<file path="src/rtl/reset_pkg.sv">
// Shared types and helpers for the reset sequencer.
package reset_pkg;

    // Sequencer states: wait for synchronised release, hold all resets,
    // release domains one by one, then run.
    typedef enum logic [1:0] {
        ST_SYNC    = 2'd0,
        ST_HOLD    = 2'd1,
        ST_RELEASE = 2'd2,
        ST_RUN     = 2'd3
    } rst_state_e;

    // Width of a counter that must reach the larger of a and b.
    function automatic int cnt_width(input int a, input int b);
        int m;
        m = (a > b) ? a : b;
        return $clog2(m + 1);
    endfunction

endpackage

</file>
<file path="src/rtl/reset_sync_chain.sv">
// Reset synchroniser: asserts immediately with async_rst, deasserts only
// after STAGES clock edges with async_rst low.
module reset_sync_chain #(
    parameter int STAGES = 3
) (
    input  logic clk,
    input  logic async_rst,
    output logic sync_ok,
    output logic sync_arm
);

    (* ASYNC_REG = "TRUE" *) logic [STAGES-1:0] chain;

    // Shift ones in from the LSB; any async_rst pulse, however short, clears the chain.
    // NOTE: sequential state uses <= so every flop samples the pre-edge value of its neighbour.
    always_ff @(posedge clk or posedge async_rst) begin
        if (async_rst) begin
            chain <= '0;
        end else begin
            chain <= {chain[STAGES-2:0], 1'b1};
        end
    end

    // sync_ok is the filtered release; sync_arm says it rises on the coming edge.
    assign sync_ok  = chain[STAGES-1];
    assign sync_arm = chain[STAGES-2];

endmodule

</file>
<file path="src/rtl/reset_sequencer.sv">
// Reset controller: synchronises async_rst release, holds all domain resets
// for a minimum time, then releases them LSB first, STAGGER_CYCLES apart.
// A software request re-runs the hold and release sequence.
module reset_sequencer
    import reset_pkg::*;
#(
    parameter int SYNC_STAGES       = 3,
    parameter int NUM_DOMAINS       = 4,
    parameter int MIN_ASSERT_CYCLES = 8,
    parameter int STAGGER_CYCLES    = 16
) (
    input  logic                   clk,
    input  logic                   async_rst,
    input  logic                   sw_rst_req,
    output logic [NUM_DOMAINS-1:0] dom_rst,
    output logic                   rst_done,
    output logic                   seq_busy
);

    localparam int CNT_W = cnt_width(MIN_ASSERT_CYCLES, STAGGER_CYCLES);
    localparam int IDX_W = $clog2(NUM_DOMAINS + 1);

    localparam logic [CNT_W-1:0] HOLD_LAST    = CNT_W'(MIN_ASSERT_CYCLES - 1);
    localparam logic [CNT_W-1:0] STAGGER_LAST = CNT_W'(STAGGER_CYCLES - 1);
    localparam logic [IDX_W-1:0] IDX_LAST     = IDX_W'(NUM_DOMAINS - 1);

    // Reject parameter sets the sequencer cannot implement.
    if (SYNC_STAGES < 2) begin : g_bad_sync_stages
        $error("reset_sequencer: SYNC_STAGES must be >= 2");
    end
    if (NUM_DOMAINS < 1) begin : g_bad_num_domains
        $error("reset_sequencer: NUM_DOMAINS must be >= 1");
    end
    if (MIN_ASSERT_CYCLES < 1) begin : g_bad_min_assert
        $error("reset_sequencer: MIN_ASSERT_CYCLES must be >= 1");
    end
    if (STAGGER_CYCLES < 1) begin : g_bad_stagger
        $error("reset_sequencer: STAGGER_CYCLES must be >= 1");
    end

    logic sync_ok;
    logic sync_arm;

    rst_state_e             state,       state_nxt;
    logic [CNT_W-1:0]       cnt,         cnt_nxt;
    logic [IDX_W-1:0]       idx,         idx_nxt;
    logic [NUM_DOMAINS-1:0] dom_rst_nxt;
    logic                   rst_done_nxt;
    logic                   seq_busy_nxt;

    reset_sync_chain #(
        .STAGES    (SYNC_STAGES)
    ) u_sync (
        .clk       (clk),
        .async_rst (async_rst),
        .sync_ok   (sync_ok),
        .sync_arm  (sync_arm)
    );

    // Next-state and next-output logic; outputs are registered below so
    // sw_rst_req never reaches dom_rst combinationally.
    // NOTE: every signal gets its hold-value default first, so no path can infer a latch.
    always_comb begin
        state_nxt    = state;
        cnt_nxt      = cnt;
        idx_nxt      = idx;
        dom_rst_nxt  = dom_rst;
        rst_done_nxt = rst_done;
        seq_busy_nxt = seq_busy;

        unique case (state)
            ST_SYNC: begin
                // Leave on the edge where the synchroniser output rises.
                if (sync_arm || sync_ok) begin
                    state_nxt    = ST_HOLD;
                    cnt_nxt      = '0;
                    idx_nxt      = '0;
                    dom_rst_nxt  = '1;
                    rst_done_nxt = 1'b0;
                    seq_busy_nxt = 1'b1;
                end
            end

            ST_HOLD: begin
                if (cnt == HOLD_LAST) begin
                    cnt_nxt        = '0;
                    dom_rst_nxt[0] = 1'b0;
                    if (NUM_DOMAINS == 1) begin
                        state_nxt    = ST_RUN;
                        idx_nxt      = '0;
                        rst_done_nxt = 1'b1;
                        seq_busy_nxt = 1'b0;
                    end else begin
                        state_nxt = ST_RELEASE;
                        idx_nxt   = IDX_W'(1);
                    end
                end else begin
                    cnt_nxt = cnt + CNT_W'(1);
                end
            end

            ST_RELEASE: begin
                if (cnt == STAGGER_LAST) begin
                    cnt_nxt = '0;
                    for (int k = 0; k < NUM_DOMAINS; k++) begin
                        if (k == int'(idx)) begin
                            dom_rst_nxt[k] = 1'b0;
                        end
                    end
                    if (idx == IDX_LAST) begin
                        state_nxt    = ST_RUN;
                        idx_nxt      = '0;
                        rst_done_nxt = 1'b1;
                        seq_busy_nxt = 1'b0;
                    end else begin
                        idx_nxt = idx + IDX_W'(1);
                    end
                end else begin
                    cnt_nxt = cnt + CNT_W'(1);
                end
            end

            ST_RUN: begin
                // All domains released; only a request or async_rst leaves here.
            end

            default: begin
                state_nxt = ST_SYNC;
            end
        endcase

        // Software request restarts the hold from any post-sync state.
        if (sw_rst_req && (state != ST_SYNC)) begin
            state_nxt    = ST_HOLD;
            cnt_nxt      = '0;
            idx_nxt      = '0;
            dom_rst_nxt  = '1;
            rst_done_nxt = 1'b0;
            seq_busy_nxt = 1'b1;
        end
    end

    // State, counters and all outputs, forced to the full-reset state by async_rst.
    // NOTE: every flop here sits on the async reset; there is no storage array that could be left unreset.
    always_ff @(posedge clk or posedge async_rst) begin
        if (async_rst) begin
            state    <= ST_SYNC;
            cnt      <= '0;
            idx      <= '0;
            dom_rst  <= '1;
            rst_done <= 1'b0;
            seq_busy <= 1'b0;
        end else begin
            state    <= state_nxt;
            cnt      <= cnt_nxt;
            idx      <= idx_nxt;
            dom_rst  <= dom_rst_nxt;
            rst_done <= rst_done_nxt;
            seq_busy <= seq_busy_nxt;
        end
    end

endmodule

</file>
<file path="config.mk">
export PLATFORM = sky130hd
export DESIGN_NAME = reset_sequencer
export DESIGN_NICKNAME = d
export VERILOG_FILES = /design/src/rtl/reset_pkg.sv /design/src/rtl/reset_sync_chain.sv /design/src/rtl/reset_sequencer.sv
export SDC_FILE = /design/constraint.sdc
export NUM_CORES = 1
export LEC_CHECK = 0
export CAP_MARGIN = 20
export CORE_MARGIN = 1.5
export CORE_UTILIZATION = 61
export DETAILED_ROUTE_END_ITERATION = 16
export GPL_TIMING_DRIVEN = 0
export PLACE_DENSITY_LB_ADDON = 0.05
export SYNTH_ARGS = -nofsm -noshare
export SYNTH_HDL_FRONTEND = slang
export SYNTH_SLANG_ARGS = --single-unit
</file>
<file path="constraint.sdc">
create_clock -name clk -period 6 [get_ports clk]
set_input_delay 0.9 -clock clk [delete_from_list [all_inputs] [get_ports clk]]
set_output_delay 0.9 -clock clk [all_outputs]
set_load 0.005 [all_outputs]
</file>
Yosys cells after proc, flatten, opt, wreduce, memory -nomap -nowiden
Cells that the tools add are included.
{"block": "word_totals", "regBits": 19, "inputBits": 3, "out_inout_bits": 6, "word_cells": 80}
{"block": "classes", "n_addsub": 2, "eq_ne": 16, "n_mux": 37, "reduce_logical": 15}
{"cell": "!= test 3 bit, second input constant", "count": 8}
{"cell": "2-to-1 mux 5 bit", "count": 4}
{"cell": "AND reduction 4 bit", "count": 5}
{"cell": "2-to-1 mux 3 bit", "count": 5}
{"cell": "case mux 5 bit (3 select lines)", "count": 1}
{"cell": "2-to-1 mux 1 bit", "count": 13}
{"cell": "2-to-1 mux 4 bit", "count": 3}
{"cell": "2-to-1 mux 2 bit", "count": 5}
{"cell": "AND reduction 5 bit", "count": 2}
{"cell": "case mux 3 bit (3 select lines)", "count": 1}
{"cell": "== test 3 bit, first input constant", "count": 2}
{"cell": "case mux 2 bit (3 select lines)", "count": 1}
{"cell": "case mux 3 bit (2 select lines)", "count": 1}
{"cell": "adder 5 x 1 -> 5 bit, second input constant", "count": 1}
{"cell": "== test 5 x 3 -> 1 bit, second input constant", "count": 1}
{"cell": "== test 5 x 4 -> 1 bit, second input constant", "count": 1}
{"cell": "case mux 1 bit (2 select lines)", "count": 2}
{"cell": "nonzero test 4 bit", "count": 1}
{"cell": "adder 3 x 1 -> 3 bit, second input constant", "count": 1}
{"cell": "== test 2 x 3 -> 1 bit, first input constant", "count": 1}
{"cell": "== test 3 x 2 -> 1 bit, second input constant", "count": 1}
{"cell": "logical NOT 3 bit", "count": 1}
{"cell": "case mux 1 bit (3 select lines)", "count": 1}
{"cell": "nonzero test 3 bit", "count": 1}
{"cell": "other kinds (7)", "count": 7}

Depth between registers and ports, before layout
Gate-level depths: netlist of run 1.
{"block": "depth", "word_depth": 5, "mapped_depth": 8}

Cells and area by module
A second synthesis of run 1 with hierarchy kept.
{"block": "unflattened", "cells_unflattened": 106, "area_unflattened_um2": 1113.6}
{"mod": "reset_sequencer", "instances": 1, "cells_each": 101, "area_each_um2": 1031.0}
{"mod": "reset_sync_chain", "instances": 1, "cells_each": 5, "area_each_um2": 82.6}

Least setup slack after synthesis of run 1
Ideal clock, no wire load.
{"block": "synth_path", "path_kind": "input to register", "from": "in sw_rst_req", "to": "reg idx[0]", "setup_ns": 0.127, "t_arrival_ns": 1.977, "required_ns": 5.873, "setup_slack_ns": 3.896, "stages": 4, "path_buffers": 0, "cell_sequence": "mux2_4 or3_1 nand3_4 mux2_1"}
{"block": "synth_via", "elab_chain_len": 3, "word_cells_on_any_way": 7}
{"element": "start, declared", "line_no": "reset_sequencer.sv:14", "source": "input logic sw_rst_req,"}
{"element": "logical AND 1 bit (*)", "line_no": "reset_sequencer.sv:133", "source": "if (sw_rst_req && (state != ST_SYNC)) begin"}
{"element": "!= test 3 bit (no source line) / nonzero test 4 bit (equally long branches)"}
{"element": "AND reduction 4 bit (no source line)"}
{"element": "end signal, assigned", "line_no": "reset_sequencer.sv:156", "source": "idx <= idx_nxt;"}
{"element": "end, declared", "line_no": "reset_sequencer.sv:46", "source": "logic [IDX_W-1:0] idx, idx_nxt;"}
Every way passes the cells marked *; elsewhere a longest branch is shown, timed or not.
A chain may end at the register's enable or synchronous reset.

Worst setup path after layout of run 1
Same ends and word-level chain as after synthesis.

==> results by group, run 1 <==
Yosys
  • Synth area leader: dfrtp_1
  • Yosys cell types: 39
  • Synth top area share: 0.324
  • Synth Instances: 104
  • Sequential fraction of the synthesis area: 0.415
  • Ys flop type: dfrtp_1
  • Most frequent cell after synthesis: dfrtp_1
  • Main area contributors after synthesis: dfrtp_1 (32%), ha_1 (12%), dfstp_2 (9.1%)
  • Synth async-reset ratio: 1.00
  • Count of warnings emitted by yosys: 0
  • Register bit total from synthesis: 19
  • Synthesized area per cell: 11.1 um2
  • Synth top cells by count: dfrtp_1 (15), ha_1 (11), inv_1 (8), nand2b_1 (8), nand3_1 (7)
  • Synthesized area: 1160 um2
  • Count of flip-flops with a built-in enable after synthesis: 0
  • Synthesized Nets: between 100 and 150

Detailed routing
  • WL final: about 2000 um
  • DRT Pass-1 Iters: 4
  • Vias per cell: ~5.6
  • Via count: a little under 800
  • Antenna Nets Post-Route: 0
  • DRC violations left: 0
  • First DRT Iteration DRCs: 11
  • Met3 wire len: 41 um
  • Met2 WL: ~910 um
  • Top sig layer: met4
  • Wire length on met1: around 1000 um
  • Avg WL per Cell: ~14 um

Worst setup path
  • Critical path type: in2reg
  • Max incr delay on CP: roughly 0.44 ns
  • Critical Path, Cell by Cell: clkdlybuf4s50_1, mux2_4, or3_1, nand3_4, mux2_1
  • Critical Path Slowest Stage Cell: clkdlybuf4s50_1
  • Critical path capture point type: flip-flop
  • WP data required: slightly above 6 ns
  • CP Data Arrival Time: approximately 2.5 ns
  • Cell family with most CP delay: multiplexers
  • Worst Setup Start Kind: primary input
  • Critical Path Fanout Max: 5
  • Worst path bufs/invs: 1

Min path
  • Hold Crit Class: reg2reg

Power and ir drop
  • P_leak: about 0.61 nW
  • VDD IR max: about 0.24 mV
  • Power per cell area: between 400 and 500 nW/um2

Timing
  • Slew Viols, Final: 0
  • Fmax: about 0.42 GHz
  • Worst-Margin Slew: 0.706 ns
  • Tmin final: ~2.4 ns
  • Max Clock Skew: 0.0108 ns
  • Endpoints failing setup: 0
  • TNS Setup: 0 ns
  • Period utilisation layout: 0.393
  • Slew margin rel.: 0.529
  • Unrepaired setup endpoints after global routing: false
  • Final hold vios: 0
  • Final setup margin: ~3.6 ns

Finish
  • Final #Nets: 131
  • Final Cell Area: roughly 1300 um2
  • # diodes: 0
  • Sequential Area: 480 um2
  • Multi-input logic area: 638 um2
  • Area grow syn2layout: 12.0%
  • Finished Core Util: 0.735
  • Layout cells sized above 1: 0.164
  • Fill count: around 140

Place
  • PortBufs: 8
  • Pre-CTS WS: between 3 and 4 ns
  • Detailed-placement wirelength estimate: 1530 um
  • GPL Wtd Cong: between 0.8 and 0.9
  • Placement Cell Area: about 1300 um2

Clock tree
  • CTS max path bufs: 2
  • Post-CTS Setup Repair Bufs: 0
  • Sink Count: 19
  • CTS tree: built
  • Clk pin slew, worst setup/hold paths: 0.11 ns
  • Hold buffers post-CTS: 0
  • CTS buffer count: 3
  • Root Driver: clkbuf_4
  • Worst skew pair latency: 0.29 ns
  • H-Tree Depth: 1
  • Post-CTS sizing: 0

Global routing
  • Total Routing Usage GR: 0.221
  • Number of global-route vias before repair: between 700 and 800
  • Overflow after GRT: 0
  • Initial antenna violation count: 0
  • First-pass GRT wire length: ~3400 um
  • Largest net degree at the start of global routing: 20

Flow run
  • Max_cap viols: 0

Die
  • Die Ht: roughly 47 um
  • Cell Rows: 15
  • Die ar.: 2170 um2
  • Num ports: 9
  • Core Area: between 1500 and 2000 um2
  • Die width: approximately 47 um
  • Starting Density: 0.657

Run status
  • Outcome: complete, no violations
[layout by cell type, fill, tap and decap left out, types with 2 or more instances in the layout]
cell type	netlist	routed
nand3_1	7	7
dfstp_2	4	4
dfrtp_1	15	15
nor2_1	4	4
mux2_1	4	4
clkdlybuf4s50_1	0	8
buf_2	2	2
a221o_1	2	2
o21ai_1	2	2
inv_1	8	8
a21o_1	2	2
clkbuf_4	0	3
nand2_1	5	5
ha_1	11	11
nor2b_1	2	2
a21oi_1	2	2
nand2b_1	8	8
a2bb2oi_1	3	3
[worst register-to-register path, delay by kind of cell (launching register included)]
family / cells / cell delay (ns)
simple gates: 2 / 0.56
flops: 1 / 0.45
fa+ha+maj: 1 / 0.34
mux: 1 / 0.34
compound gates: 1 / 0.18
buf+inv: 1 / 0.15
[power breakdown]
group          leakage (nW)  switching, mW  total [mW]  internal [mW]
registers             0.233         0.0222       0.189          0.166
clock network        0.0177         0.0385      0.0633         0.0247
logic                 0.361          0.157       0.296          0.140
[cell type report]
class	instances	share of cell area
Timing Repair Buffer	8	0.0617
Tap cell	25	0.0241
Clock buffer	3	0.0174
Sequential cell	19	0.370
Multi-Input combinational cell	75	0.492
Clock inverter	1	0.00386
Inverter	8	0.0231
Buffer	2	0.00771
[stage by stage]
step           hold WS (ns)  power, mW  cells
2_1_floorplan         0.331      0.406    104
3_3_place_gp          0.333      0.480    137
3_5_place_dp          0.337      0.487    137
4_1_cts               0.365      0.553    141
5_1_grt               0.367      0.590    141
6_report              0.363      0.548    141
[logic make-up after synthesis]
kind of cell | after synthesis | synth area share
AO/OA/AOI/OAI | 23 | 0.190
adder cells (fa/ha/maj) | 11 | 0.119
buffers and inverters | 10 | 0.0346
flip-flops | 19 | 0.415
multiplexers | 5 | 0.0518
other | 1 | 0.00324
AND/OR/NAND/NOR | 35 | 0.187
[state kept, by name, indices dropped and copies added (netlist names)]
signal,cells
cnt,5
dom_rst,4
idx,3
u_sync.chain,3
state,2
rst_done,1
seq_busy,1
[per-layer routing]
metal,track usage,up-vias
met5,0,-
met4,0.0571,0
met3,0.0275,2
met2,0.344,11
met1,0.322,376
li1,-,397
[path summary, 6_finish.rpt]
kind / cells after the start / startpoint / slack, ns / end
worst min register to register: 0 / u_sync.chain[0] / 0.36 / u_sync.chain[1]
max in group asynchronous: 2 / async_rst / 4.54 / cnt[4]
worst max-delay path: 5 / sw_rst_req / 3.64 / idx[0]
min in group asynchronous: 2 / async_rst / 1.00 / rst_done
worst min-delay path: 0 / u_sync.chain[0] / 0.36 / u_sync.chain[1]
worst max register to register: 6 / state[0] / 3.85 / idx[0]
No activity file was read; power rests on OpenSTA's default activity.
==> run 2: changes to the inputs <==
CORE_UTILIZATION = 56   (was 61)
clock period = 2.45 ns   (was 6 ns; I/O delays follow)
==> run 2 against run 1 <==
Against the previous run: design area is 0.19% higher; first-iteration DRC count is 36% higher; register-to-register slack worse by 3.5 ns; worst setup slack lost 3.3 ns; largest cell class unchanged; largest power group unchanged.
==> results by group, run 2 (synthesis gave the netlist of run 1 again) <==
Timing
  • Period utilisation layout: 0.871
  • Worst-Margin Slew: about 0.72 ns
  • Unrepaired setup endpoints after global routing: false
  • Slew margin rel.: 0.517
  • Max Clock Skew: 0.00460 ns
  • Fmax: approximately 0.47 GHz
  • Tmin final: between 2 and 2.5 ns
  • Final hold vios: 0
  • TNS Setup: 0 ns
  • Slew Viols, Final: 0
  • Endpoints failing setup: 0

Worst setup path
  • Worst Setup Start Kind: flip-flop
  • Worst R2R End: idx[0]
  • WP data required: approximately 2.6 ns
  • Critical path type: reg2reg
  • CP Data Arrival Time: around 2.3 ns
  • R2R Setup Slk: ~0.32 ns
  • Critical path capture point type: flip-flop
  • R2R depth: 7
  • Reg-to-Reg Start: state[0]
  • Crit path to: idx[0]
  • Worst Setup SP: state[0]
  • Critical Path Fanout Max: 9

Place
  • PortBufs: 8
  • Placed insts: 139
  • Detailed-placement wirelength estimate: 1480 um
  • GPL Wtd Cong: 0.883

Clock tree
  • Clk pin slew, worst setup/hold paths: between 0.1 and 0.15 ns
  • Hold buffers post-CTS: 0
  • Sink Count: 19
  • Post-CTS Setup Repair Bufs: 0
  • CTS tree: built
  • Root Driver: clkbuf_4
  • Worst skew pair latency: approximately 0.29 ns
  • Post-CTS sizing: 0
  • H-Tree Depth: 1
  • CTS max path bufs: 2
  • CTS buffer count: 3

Finish
  • Area grow syn2layout: 12.2%
  • Layout cells sized above 1: 0.164
  • # diodes: 0
  • Largest reg by FF count: cnt
  • Fill count: between 150 and 200
  • Layout Cells excl Fill: about 140
  • Commonest non-fill, non-tap cells in the layout: dfrtp_1 (15), ha_1 (11), nand2b_1 (8), inv_1 (8), clkdlybuf4s50_1 (8)
  • Final #Nets: around 130
  • Commonest non-fill, non-tap cell in the layout: dfrtp_1
  • Largest regs: cnt: 5 flops, dom_rst: 4 flops
  • Largest register FFs: 5

Power and ir drop
  • Clock power share: 0.117
  • Internal cell power: about 0.81 mW
  • Sw Share: 0.403
  • Combinational Power Share: 0.542
  • P_leak: 0.613 nW
  • Sw power: around 0.55 mW
  • Seq pwr share: 0.341
  • Power per cell area: around 1000 nW/um2
  • VDD IR max: roughly 0.63 mV

Die
  • Cell Rows: 16
  • Starting Density: 0.591
  • Die ar.: 2350 um2
  • Die Ht: approximately 48 um
  • Core Area: ~2000 um2
  • Num ports: 9
  • Die width: approximately 48 um

Detailed routing
  • Via count: approximately 800
  • WL final: 2090 um
  • Antenna Nets Post-Route: 0
  • First DRT Iteration DRCs: 15
  • DRT Pass-1 Iters: 4
  • Avg WL per Cell: around 15 um
  • Vias per cell: ~5.6
  • DRC violations left: 0

Min path
  • Hold Crit Class: reg2reg

Global routing
  • Total Routing Usage GR: 0.200
  • First-pass GRT wire length: approximately 3600 um
  • Number of global-route vias before repair: around 810
  • Initial antenna violation count: 0
  • Overflow after GRT: 0
  • Largest net degree at the start of global routing: 20

Flow run
  • Max_cap viols: 0

Run status
  • Outcome: complete, no violations
==> run 2: cell counts in the layout (fill, tap and decap cells not counted) <==
No cell type changed its count.
==> run 2: how the worst min path moves through the flow <==
stage	startpoint	end	slack, ns	cells past startpoint
2_1_floorplan	async_rst	cnt[0]	0.32	1
3_3_place_gp	u_sync.chain[0]	u_sync.chain[1]	0.35	0
3_5_place_dp	u_sync.chain[0]	u_sync.chain[1]	0.36	0
4_1_cts	u_sync.chain[0]	u_sync.chain[1]	0.39	0
5_1_grt	u_sync.chain[0]	u_sync.chain[1]	0.40	0
6_report	u_sync.chain[0]	u_sync.chain[1]	0.38	0
==> run 2: power by group through the flow <==
stage / clock network [mW] / logic [mW] / registers [mW]
final: 0.159 / 0.737 / 0.463
after global routing: 0.175 / 0.813 / 0.474
after CTS: 0.164 / 0.740 / 0.464
after detailed placement: 0 / 0.730 / 0.470
after global placement: 0 / 0.719 / 0.467
after floorplan: 0 / 0.531 / 0.464
==> run 2: worst max-delay path, stage by stage, from the launching register on <==
cell      delay, ns
dfrtp_1        0.45
inv_1          0.15
ha_1           0.35
nand2b_1       0.15
buf_2          0.21
nand3_1        0.20
nand3_4        0.17
mux2_1         0.34
==> run 2: metrics by stage <==
stage	power, mW	utilization	area (um2)	hold slack [ns]	worst slack, ns
after floorplan	0.995	-	1160	0.316	0.527
after global placement	1.19	0.649	1270	0.345	0.374
after detailed placement	1.20	0.649	1270	0.360	0.327
after CTS	1.37	0.663	1300	0.386	0.307
after global routing	1.46	0.663	1300	0.397	0.159
final	1.36	0.663	1300	0.377	0.315
==> run 2: layer usage <==
layer	track usage	wire length, um	vias to the layer above
li1	-	-	398
met1	0.278	1020	387
met2	0.313	976	12
met3	0.0340	55	4
met4	0.0810	30	0
met5	0	0	-
==> run 2: cell type report <==
type                            count  area, um2  share of cell area
Sequential cell                    19        480               0.370
Clock buffer                        3       22.5              0.0173
Buffer                              2       10.0             0.00770
Timing Repair Buffer                8       80.1              0.0616
Tap cell                           27       33.8              0.0260
Clock inverter                      1       5.00             0.00385
Inverter                            8       30.0              0.0231
Multi-Input combinational cell     75        638               0.491
==> run 3: changes to the inputs <==
CORE_UTILIZATION = 61   (was 56)
DONT_BUFFER_PORTS = 1   (was not set)
SKIP_LAST_GASP = 1   (was not set)
==> run 3 against run 2 <==
Against the previous run: register-to-register slack better by 0.02 ns; wire length shrank 8.0%; worst setup slack better by 0.018 ns; first-iteration DRC count shrank 33%; cell count fell by 7.0%; clock skew shrank 0.0027 ns; die area decreased by 7.7%; clock-buffer cell count did not move; utilization is 2.9 points higher; combinational power fell by 14%; design area fell by 6.2%; critical endpoint unchanged; highest routed layer unchanged.
==> results by group, run 3 (synthesis gave the netlist of run 1 again) <==
Run status
  • Outcome: complete, no violations

Finish
  • # diodes: 0
  • Multi-input logic area: between 600 and 700 um2
  • Layout cells sized above 1: 0.176
  • Sequential Area: ~480 um2
  • Fill count: around 150
  • Area grow syn2layout: 5.29%
  • Largest regs: cnt: 5 flops, dom_rst: 4 flops
  • Largest register FFs: 5
  • Final #Nets: 123
  • Finished Core Util: 0.691
  • Commonest non-fill, non-tap cells in the layout: dfrtp_1 (15), ha_1 (11), nand2b_1 (8), inv_1 (8), nand3_1 (7)
  • Largest reg by FF count: cnt
  • Commonest non-fill, non-tap cell in the layout: dfrtp_1

Clock tree
  • CTS tree: built
  • Hold buffers post-CTS: 0
  • Sink Count: 19
  • CTS buffer count: 3
  • Post-CTS Setup Repair Bufs: 0
  • CTS max path bufs: 2
  • Root Driver: clkbuf_4
  • Clk pin slew, worst setup/hold paths: approximately 0.12 ns
  • Post-CTS sizing: 0
  • Worst skew pair latency: 0.30 ns
  • H-Tree Depth: 1

Worst setup path
  • Critical path capture point type: flip-flop
  • Max incr delay on CP: between 0.4 and 0.5 ns
  • Critical Path Slowest Stage Cell: dfrtp_1
  • WP data required: between 2 and 3 ns
  • Worst path bufs/invs: 2
  • Worst Setup Start Kind: flip-flop
  • Critical Path Fanout Max: 9
  • Cell family with most CP delay: simple AND/OR/NAND/NOR gates
  • CP Data Arrival Time: ~2.3 ns
  • Critical path type: reg2reg
  • Critical Path, Cell by Cell: inv_1, ha_1, nand2b_1, buf_2, nand3_1, nand3_4, mux2_1

Global routing
  • Number of global-route vias before repair: 719
  • Total Routing Usage GR: 0.207
  • First-pass GRT wire length: slightly above 3000 um
  • Largest net degree at the start of global routing: 20
  • Overflow after GRT: 0
  • Initial antenna violation count: 0

Power and ir drop
  • VDD IR max: ~0.68 mV
  • Power per cell area: about 1000 nW/um2
  • P_leak: roughly 0.58 nW

Timing
  • Endpoints failing setup: 0
  • Slew margin rel.: 0.529
  • Unrepaired setup endpoints after global routing: false
  • Max Clock Skew: roughly 0.0019 ns
  • Worst-Margin Slew: 0.706 ns
  • Final hold vios: 0
  • Period utilisation layout: 0.864
  • Slew Viols, Final: 0
  • Fmax: 0.472 GHz
  • Tmin final: 2.12 ns
  • TNS Setup: 0 ns

Die
  • Starting Density: 0.657
  • Die ar.: ~2200 um2
  • Cell Rows: 15
  • Die Ht: around 47 um
  • Num ports: 9
  • Core Area: roughly 1800 um2
  • Die width: 46.6 um

Detailed routing
  • First DRT Iteration DRCs: 10
  • WL final: between 1500 and 2000 um
  • Vias per cell: between 5 and 6
  • Antenna Nets Post-Route: 0
  • DRC violations left: 0
  • Via count: around 770
  • DRT Pass-1 Iters: 4
  • Avg WL per Cell: ~14 um

Flow run
  • Max_cap viols: 0

Place
  • GPL Wtd Cong: 0.806
  • PortBufs: 0
  • Detailed-placement wirelength estimate: about 1400 um

Min path
  • Hold Crit Class: in2async
[run 3: changes by cell type in the layout (fill, tap and decap cells not counted)]
cell             delta
clkdlybuf4s50_1     -8
clkinv_2            -1
clkinvlp_4          +1
[run 3: final cells by class]
type / instances / area share
Buffer: 2 / 0.00821
Inverter: 8 / 0.0246
Sequential cell: 19 / 0.394
Clock buffer: 3 / 0.0185
Tap cell: 25 / 0.0256
Clock inverter: 1 / 0.00615
Multi-Input combinational cell: 75 / 0.523
[run 3: layer usage]
metal	GRT usage	vias up	part of all wire
li1	-	377	-
met1	0.296	381	0.50
met2	0.297	12	0.45
met3	0.0510	2	0.040
met4	0.0857	0	0.012
met5	0	-	0
[run 3: final timing paths]
check	startpoint	to	slack [ns]	cells past startpoint
min in group clk	u_sync.chain[0]	u_sync.chain[1]	0.37	0
worst max register to register	state[0]	idx[0]	0.33	7
worst max-delay path	state[0]	idx[0]	0.33	7
max in group asynchronous	async_rst	cnt[1]	1.96	1
worst min register to register	u_sync.chain[0]	u_sync.chain[1]	0.37	0
worst min-delay path	async_rst	rst_done	0.05	1
[run 3: through the flow]
step / cells / total power [mW] / setup slack [ns] / cell area (um2) / hold WS [ns]
2_1_floorplan: 104 / 0.995 / 0.527 / 1160 / 0.316
3_5_place_dp: 129 / 1.11 / 0.357 / 1190 / 0.354
3_3_place_gp: 129 / 1.10 / 0.387 / 1190 / 0.345
6_report: 133 / 1.28 / 0.333 / 1220 / 0.0537
5_1_grt: 133 / 1.37 / 0.212 / 1220 / 0.106
4_1_cts: 133 / 1.28 / 0.346 / 1220 / 0.0674
[run 3: where the power goes]
part           switching [mW]  total (mW)  internal (mW)
clock                   0.105       0.167         0.0620
sequential             0.0676       0.476          0.409
combinational           0.358       0.632          0.274
